--- src/rtl/latency_pkg.sv ---
// Shared constants and the elaboration-time latency range check for the
// per-port request-delay stage.
package latency_pkg;

    localparam int MAX_LATENCY = 16;

    // True when a configured latency fits the supported 1..MAX_LATENCY range.
    function automatic bit latency_ok(input int lat);
        return (lat >= 1) && (lat <= MAX_LATENCY);
    endfunction

endpackage

--- src/rtl/delay_line.sv ---
// Synchronous-reset shift register chain: DEPTH stages of WIDTH bits.
// The output is the last stage, so a value entering at edge N appears
// after edge N+DEPTH-1.
module delay_line #(
    parameter int WIDTH = 1,
    parameter int DEPTH = 1
) (
    input  logic             clka,
    input  logic             rst,
    input  logic [WIDTH-1:0] din,
    output logic [WIDTH-1:0] dout
);

    if (DEPTH < 1) begin : g_bad_depth
        $fatal(1, "delay_line: DEPTH must be at least 1");
    end

    logic [DEPTH-1:0][WIDTH-1:0] stage;

    // Shift one stage per cycle; reset clears every stage so in-flight values are dropped.
    always_ff @(posedge clka) begin
        if (rst) begin
            stage <= '0;
        end else begin
            stage[0] <= din;
            for (int i = 1; i < DEPTH; i++) begin
                stage[i] <= stage[i-1];
            end
        end
    end

    assign dout = stage[DEPTH-1];

endmodule

--- src/rtl/port_latency_stage.sv ---
// Per-port request-delay stage in front of a dual-port memory. Write and read
// bundles travel through independent delay chains; a tag chain one stage
// longer than the read chain marks when the memory's registered read data is
// valid. Same-address write/read meeting at the memory is flagged, not stalled.
module port_latency_stage
    import latency_pkg::*;
#(
    parameter int DATA_WIDTH = 8,
    parameter int MEM_DEPTH  = 16,
    parameter int ADDR_WIDTH = $clog2(MEM_DEPTH),
    parameter int WR_LATENCY = 1,
    parameter int RD_LATENCY = 1
) (
    input  logic                  clka,
    input  logic                  rst,
    input  logic                  i_en,
    input  logic                  i_we,
    input  logic                  i_rd,
    input  logic [DATA_WIDTH-1:0] i_din,
    input  logic [ADDR_WIDTH-1:0] i_addr,
    output logic                  o_en_wr,
    output logic                  o_we,
    output logic [DATA_WIDTH-1:0] o_din,
    output logic [ADDR_WIDTH-1:0] o_addr_wr,
    output logic                  o_en_rd,
    output logic                  o_rd_n,
    output logic [ADDR_WIDTH-1:0] o_addr_rd,
    output logic                  o_rd_valid,
    output logic                  o_collision
);

    if (!latency_ok(WR_LATENCY)) begin : g_bad_wr
        $fatal(1, "port_latency_stage: WR_LATENCY must be within 1..%0d", MAX_LATENCY);
    end
    if (!latency_ok(RD_LATENCY)) begin : g_bad_rd
        $fatal(1, "port_latency_stage: RD_LATENCY must be within 1..%0d", MAX_LATENCY);
    end
    if (ADDR_WIDTH < $clog2(MEM_DEPTH)) begin : g_bad_aw
        $fatal(1, "port_latency_stage: ADDR_WIDTH too narrow for MEM_DEPTH");
    end

    typedef struct packed {
        logic                  valid;
        logic [DATA_WIDTH-1:0] data;
        logic [ADDR_WIDTH-1:0] addr;
    } wr_req_t;

    typedef struct packed {
        logic                  valid;
        logic [ADDR_WIDTH-1:0] addr;
    } rd_req_t;

    wr_req_t wr_in, wr_out;
    rd_req_t rd_in, rd_out;
    logic    tag_out;

    // Accept logic: a non-accepting cycle injects an all-zero bubble.
    always_comb begin
        wr_in = '0;
        rd_in = '0;
        if (i_en && i_we) begin
            wr_in.valid = 1'b1;
            wr_in.data  = i_din;
            wr_in.addr  = i_addr;
        end
        if (i_en && i_rd) begin
            rd_in.valid = 1'b1;
            rd_in.addr  = i_addr;
        end
    end

    delay_line #(.WIDTH($bits(wr_req_t)), .DEPTH(WR_LATENCY)) u_wr_line (
        .clka (clka),
        .rst  (rst),
        .din  (wr_in),
        .dout (wr_out)
    );

    delay_line #(.WIDTH($bits(rd_req_t)), .DEPTH(RD_LATENCY)) u_rd_line (
        .clka (clka),
        .rst  (rst),
        .din  (rd_in),
        .dout (rd_out)
    );

    // Extra stage covers the memory's one-cycle registered read.
    delay_line #(.WIDTH(1), .DEPTH(RD_LATENCY + 1)) u_tag_line (
        .clka (clka),
        .rst  (rst),
        .din  (rd_in.valid),
        .dout (tag_out)
    );

    assign o_en_wr    = wr_out.valid;
    assign o_we       = wr_out.valid;
    assign o_din      = wr_out.data;
    assign o_addr_wr  = wr_out.addr;
    assign o_en_rd    = rd_out.valid;
    assign o_rd_n     = ~rd_out.valid;
    assign o_addr_rd  = rd_out.addr;
    assign o_rd_valid = tag_out;

    // Flag a write and read hitting the same address at the memory this cycle;
    // the memory returns the old data, so this is purely informational.
    always_ff @(posedge clka) begin
        if (rst) begin
            o_collision <= 1'b0;
        end else begin
            o_collision <= wr_out.valid && rd_out.valid && (wr_out.addr == rd_out.addr);
        end
    end

endmodule

--- config.mk ---
export PLATFORM = sky130hd
export DESIGN_NAME = port_latency_stage
export DESIGN_NICKNAME = d
export VERILOG_FILES = /design/src/rtl/latency_pkg.sv /design/src/rtl/delay_line.sv /design/src/rtl/port_latency_stage.sv
export SDC_FILE = /design/constraint.sdc
export NUM_CORES = 1
export LEC_CHECK = 0
export ABC_AREA = 1
export BUFFER_PORTS_ARGS = -buffer_cell sky130_fd_sc_hd__buf_2
export CORE_MARGIN = 2
export CORE_UTILIZATION = 48
export CTS_CLUSTER_SIZE = 28
export DETAILED_ROUTE_END_ITERATION = 16
export GPL_TIMING_DRIVEN = 0
export PLACE_DENSITY = 0.82
export SLEW_MARGIN = 20
export SYNTH_ARGS = -nofsm -noshare
export SYNTH_HDL_FRONTEND = slang
export SYNTH_HIERARCHICAL = 1
export SYNTH_SLANG_ARGS = --single-unit
export TNS_END_PERCENT = 30
--- constraint.sdc ---
create_clock -name clka -period 1.4 [get_ports clka]
set_clock_uncertainty 0.15 [all_clocks]
set_input_delay 0.07 -clock clka [delete_from_list [all_inputs] [get_ports clka]]
set_output_delay 0.07 -clock clka [all_outputs]
set_load 0.005 [all_outputs]
==> metrics, run 1 <==
total chip power 1.048 mW; hold depth 5; synth unique cells 11; CP startpoint kind register; antenna violations before repair 0; Worst Path Buf+Inv 2; Worst path max stage delay 0.38 ns; Core Rows 15; Post-synth ARST share 0%; RSZ-0062 raised after global routing no; CP delay by family, top flip-flops; CTS tree yes; pre-CTS setup slack 0.4935 ns; cells on worst reg2reg path 4; wire length per cell 8.708 µm; Slowest-stage cell, CP dfxtp_1; Clock Latency Late Sink 0.29 ns; Syn Nets 138; Post-Syn Instances 121; leading area contributor after synthesis dfxtp_1; Relative slew margins 85.42%; dpl hpwl 1.188 mm; measured slew at the worst slew-check pin 0.2188 ns; total wire length 1.698 mm; VDD IR-drop max 0.7125 mV; Fill cells 134; worst setup margin 0.2954 ns; Die Span Y 46.04 µm; final cycle utilization of the critical path 78.90%; die area 2120 µm²; pwr dens 843.4 nW/µm²; post-route cell area 1242 µm²; width of the die 46.04 µm; Non-Filler Instances 195; gpl congestion 0.6750; crit path DAT 0.88 ns; sequential fraction of the synthesis area 49.56%; first-pass iteration count of the detailed router 3; CTS Root Cell clkbuf_4; count leader, synth inv_1; final number of hold-violating endpoints 1; status finished, violations left; max frequency 905.3 MHz; post-synth top area share 49.56%; vias per std cell 4.215; max-slew violation count 0; final setup fails 0; Synth top cells by count 44 x inv_1, 29 x nor2_1, 21 x dfxtp_1, 12 x nand2_1, 8 x nor2_2; Setup TNS 0 ns; CP cell instances buf_4, buf_2; dpl cell area 1060 µm²; GRT overflow 0; worst-case hold slack -0.04158 ns; Most used DFF post-synth dfxtp_1; #FFs+latches synth 21; Syn Area/Cell 7.011 µm²; clock slew at reported path FFs 0.11 ns; Initial Util 50.22%; vias in the first global route 700; failing checks negative hold slack; Leakage 0.7130 nW; H-tree depth 1; Critical Path Stages 2; Critical Path End Type primary output; PortBufs 38; layout net count 196; vias after detailed routing 822; critical path fanouts, max 3; Area Overhead vs Synth 46.46%; I/O Pins 39; Residual DRC 0; Post-Place Cells 176; core box area 1689 µm²; Antenna Nets Post-Route 0; antenna cell count 0; initial drt markers 7; largest net degree at the start of global routing 13; first-pass GRT wire length 2.525 mm; final core occ 73.56%; worst hold-check path type in2reg; CP Class reg2out; crit path time final 1.105 ns; WP data required 1.18 ns; ranking of synthesized cells by area dfxtp_1 50%, inv_1 19%, nor2_1 13%, nor2_2 5.9%, nand2_1 5.3%; number of clock sinks 21; MaxCap Viol Count 0; layout cell share with drive strength beyond 1 30.90%; EDFF count, synth 0; CTS Buffer Depth 2; Total GRT Usage 16.59%; Mapped Area 848.3 µm²; Synth warnings 6; CTS Buf Count 3
==> area by class of cell <==
class / count / area (µm²) / share of cell area, %
multi-input combinational: 53 / 232.7 / 18.73
timing repair buffer: 53 / 345.3 / 27.79
buffer: 3 / 30.03 / 2.417
inverter: 44 / 165.2 / 13.29
clock inverter: 1 / 5.005 / 0.4028
tap: 17 / 21.27 / 1.712
sequential: 21 / 420.4 / 33.84
clock buffer: 3 / 22.52 / 1.813
==> repair_timing <==
item / in CTS / in global routing
resized for setup: 0 / 2
hold buffers: 16 / 0
buffers inserted: 0 / 0
endpoints found under the setup margin: 0 / 3
hold endpoints to repair: 20 / 0
==> layout by cell type, fill, tap and decap left out <==
| master | Yosys | layout |
|---|---|---|
| nand2_1 | 12 | 12 |
| nor2_4 | 1 | 1 |
| clkbuf_4 | 0 | 3 |
| dlymetal6s4s_1 | 0 | 2 |
| nor2_2 | 8 | 8 |
| nand3_1 | 1 | 1 |
| inv_1 | 44 | 44 |
| nand2_2 | 1 | 1 |
| buf_2 | 0 | 38 |
| buf_4 | 1 | 1 |
| dfxtp_1 | 21 | 21 |
| nor2_1 | 29 | 29 |
| dlygate4sd3_1 | 0 | 13 |
| buf_6 | 2 | 2 |
| clkinv_2 | 0 | 1 |
| nand4_1 | 1 | 1 |
==> cells by family after synthesis <==
family | share of synthesized area [%]
buf+inv | 23.01
flops | 49.56
simple gates | 27.43
==> layer usage <==
layer  GRT usage, %  vias up  share of wire, %  wire length, µm
met5              0        -                 0                0
met4          1.714        0                 0                0
met3          6.746        0               5.2               88
met2          34.72       19                56              954
met1          14.46      369                39              656
li1               -      434                 -                -
==> flip-flops by register name, summed over array words and instances (netlist names) <==
signal,count
u_rd_line/dout,5
u_wr_line/dout,13
o_collision,1
u_tag_line/stage,1
u_tag_line/dout,1
==> power breakdown <==
part	leakage, nW	internal (mW)	switching [mW]
Sequential	0.171	0.614	0.00722
Combinational	0.524	0.0805	0.0693
Clock	0.0177	0.106	0.171
==> tightest hold or removal path: stages <==
cell	delay, ns
buf_2	0.10
nand2_2	0.08
nor2_1	0.05
inv_1	0.04
nor2_1	0.03
==> worst paths after layout <==
path | start | to | slack (ns)
worst max-delay path | u_wr_line/dout[12] | o_we | 0.30
worst min-delay path | i_we | u_wr_line/dout[11] | -0.04
worst max register to register | u_wr_line/dout[12] | o_collision | 0.47
worst min register to register | u_tag_line/stage[0] | u_tag_line/dout | 0.27
Power figures use the tool's default switching activity.
==> run 2: changes to the inputs <==
--- a/config.mk
+++ b/config.mk
@@ -7,12 +7,13 @@
 export LEC_CHECK = 0
 export ABC_AREA = 1
 export BUFFER_PORTS_ARGS = -buffer_cell sky130_fd_sc_hd__buf_2
+export CORE_ASPECT_RATIO = 1.4
 export CORE_MARGIN = 2
-export CORE_UTILIZATION = 48
+export CORE_UTILIZATION = 40
 export CTS_CLUSTER_SIZE = 28
 export DETAILED_ROUTE_END_ITERATION = 16
 export GPL_TIMING_DRIVEN = 0
-export PLACE_DENSITY = 0.82
+export PLACE_DENSITY = 0.73
 export SLEW_MARGIN = 20
 export SYNTH_ARGS = -nofsm -noshare
 export SYNTH_HDL_FRONTEND = slang
==> constraint.sdc (replaced) <==
create_clock -name clka -period 1 [get_ports clka]
set_clock_uncertainty 0.15 [all_clocks]
set_input_delay 0.05 -clock clka [delete_from_list [all_inputs] [get_ports clka]]
set_output_delay 0.05 -clock clka [all_outputs]
set_load 0.005 [all_outputs]
==> metrics, run 2 (synthesis results as in run 1) <==
status finished, violations left; failing checks negative hold slack; Worst R2R End o_collision; number of clock sinks 21; CP cell instances inv_2, buf_6; M3 GR Usage 2.147%; commonest non-fill, non-tap cell in the layout inv_1; Antenna Nets Post-Route 0; Worst path max stage delay 0.36 ns; Total GRT Usage 15.11%; Core Rows 19; crit path time final 0.9934 ns; MaxCap Viol Count 0; CTS Root Cell clkbuf_4; first-pass iteration count of the detailed router 2; largest net degree at the start of global routing 12; Slowest-stage cell, CP dfxtp_2; hold path endpoint u_rd_line/dout[3]; Die Span Y 58.49 µm; crit path DAT 0.79 ns; total chip power 1.470 mW; initial drt markers 3; Clock Latency Late Sink 0.29 ns; worst setup margin 0.006590 ns; PortBufs 38; wire length per cell 8.631 µm; CTS Buffer Depth 2; critical path fanouts, max 3; final number of hold-violating endpoints 1; RSZ-0062 raised after global routing yes; total wire length 1.709 mm; pwr dens 1168 nW/µm²; Area Overhead vs Synth 48.38%; grt peak-use layer met2; I/O Pins 39; VDD IR-drop max 0.7313 mV; WP data required 0.80 ns; post-CTS repair timing setup buffer count 0; width of the die 42.92 µm; final setup fails 0; first-pass GRT wire length 2.773 mm; dpl hpwl 1.211 mm; gpl congestion 0.7240; Residual DRC 0; Critical Path End Type primary output; pre-CTS setup slack 0.1130 ns; vias in the first global route 715; GRT overflow 0; die area 2510 µm²; Initial Util 42.99%; Reg2Reg Setup Slack 0.12 ns; worst-case hold slack -0.0004866 ns; met1 GRT Util 15.06%; Worst Path Buf+Inv 2; layout net count 195; Hold Path Origin i_rd; met2 Track Usage GR 26.62%; max-slew violation count 0; CP Class reg2out; Non-Filler Instances 198; CTS Buf Count 3; final cycle utilization of the critical path 99.34%; Leakage 0.6812 nW; critical register-to-register path startpoint u_wr_line/dout[12]; measured slew at the worst slew-check pin 0.3507 ns; CP startpoint kind register; worst hold-check path type in2reg; core box area 1973 µm²; cells on worst reg2reg path 4; antenna violations before repair 0; max frequency 1007 MHz; Relative slew margins 76.55%; vias after detailed routing 780; hold depth 5; Largest register FFs 13; most frequent cells in the layout 43 x inv_1, 36 x buf_2, 29 x nor2_1; layout cell share with drive strength beyond 1 36.16%; antenna cell count 0; CTS tree yes; clock slew at reported path FFs 0.10 ns; CP delay by family, top flip-flops; vias per std cell 3.939; Setup TNS 0 ns; Post-Place Cells 180; H-tree depth 1
-- run 2: cell count changes in the layout (fill, tap and decap cells not counted) --
cell	before	now
dfxtp_1	21	11
dfxtp_2	0	10
buf_2	38	36
buf_6	2	4
dlygate4sd3_1	13	15
dlymetal6s4s_1	2	0
buf_4	1	0
clkbuf_1	0	1
clkinv_2	1	0
inv_1	44	43
inv_2	0	1
-- run 2: worst max-delay path by stage --
stage | startpoint | slack, ns | depth (start not counted) | to
3_3_place_gp | u_wr_line/dout[12] | 0.13 | 4 | o_collision
6_report | u_rd_line/dout[4] | 0.007 | 2 | o_rd_n
3_5_place_dp | u_wr_line/dout[1] | 0.11 | 6 | o_collision
2_1_floorplan | u_wr_line/dout[2] | 0.17 | 6 | o_collision
5_1_grt | u_rd_line/dout[4] | -0.04 | 2 | o_rd_n
4_1_cts | u_rd_line/dout[4] | -0.005 | 2 | o_rd_n
-- run 2: cell type report --
| class | count | area, µm² |
|---|---|---|
| sequential | 21 | 432.9 |
| tap | 21 | 26.28 |
| inverter | 44 | 165.2 |
| timing repair buffer | 53 | 352.8 |
| buffer | 2 | 22.52 |
| fill | 178 | 714.4 |
| multi-input combinational | 53 | 232.7 |
| clock buffer | 4 | 26.28 |
-- run 2: layer usage --
metal / wire length, µm / vias up
met2: 963 / 25
li1: - / 432
met5: 0 / -
met1: 595 / 317
met4: 57 / 0
met3: 93 / 6
-- run 2: repair_timing --
item	CTS	global route
hold buffers	15	0
pin swaps	0	0
gates resized for setup	4	9
gates cloned	0	0
endpoints found under the hold margin	20	0
setup endpoints to repair	3	9
-- run 2: per-stage QoR --
stage               cell area [µm²]  hold slack, ns  utilization (%)
floorplan                     848.3        -0.02883                -
global placement               1065          0.1848            53.96
detailed placement             1065          0.1926            53.96
CTS                            1244        0.003608            63.03
global route                   1259         0.03228            63.79
finish                         1259      -0.0004866            63.79
-- run 2: worst min-delay path, stage by stage --
cell,delay (ns)
buf_2,0.09
nand2_1,0.15
nor2_1,0.06
inv_1,0.04
nor2_1,0.03
-- run 2: where the power goes --
group | leakage, nW | internal, mW | total, mW | switching [mW]
combinational | 0.491 | 0.115 | 0.210 | 0.0953
sequential | 0.175 | 0.861 | 0.872 | 0.0109
clock | 0.0150 | 0.155 | 0.387 | 0.232
total | 0.681 | 1.13 | 1.47 | 0.338
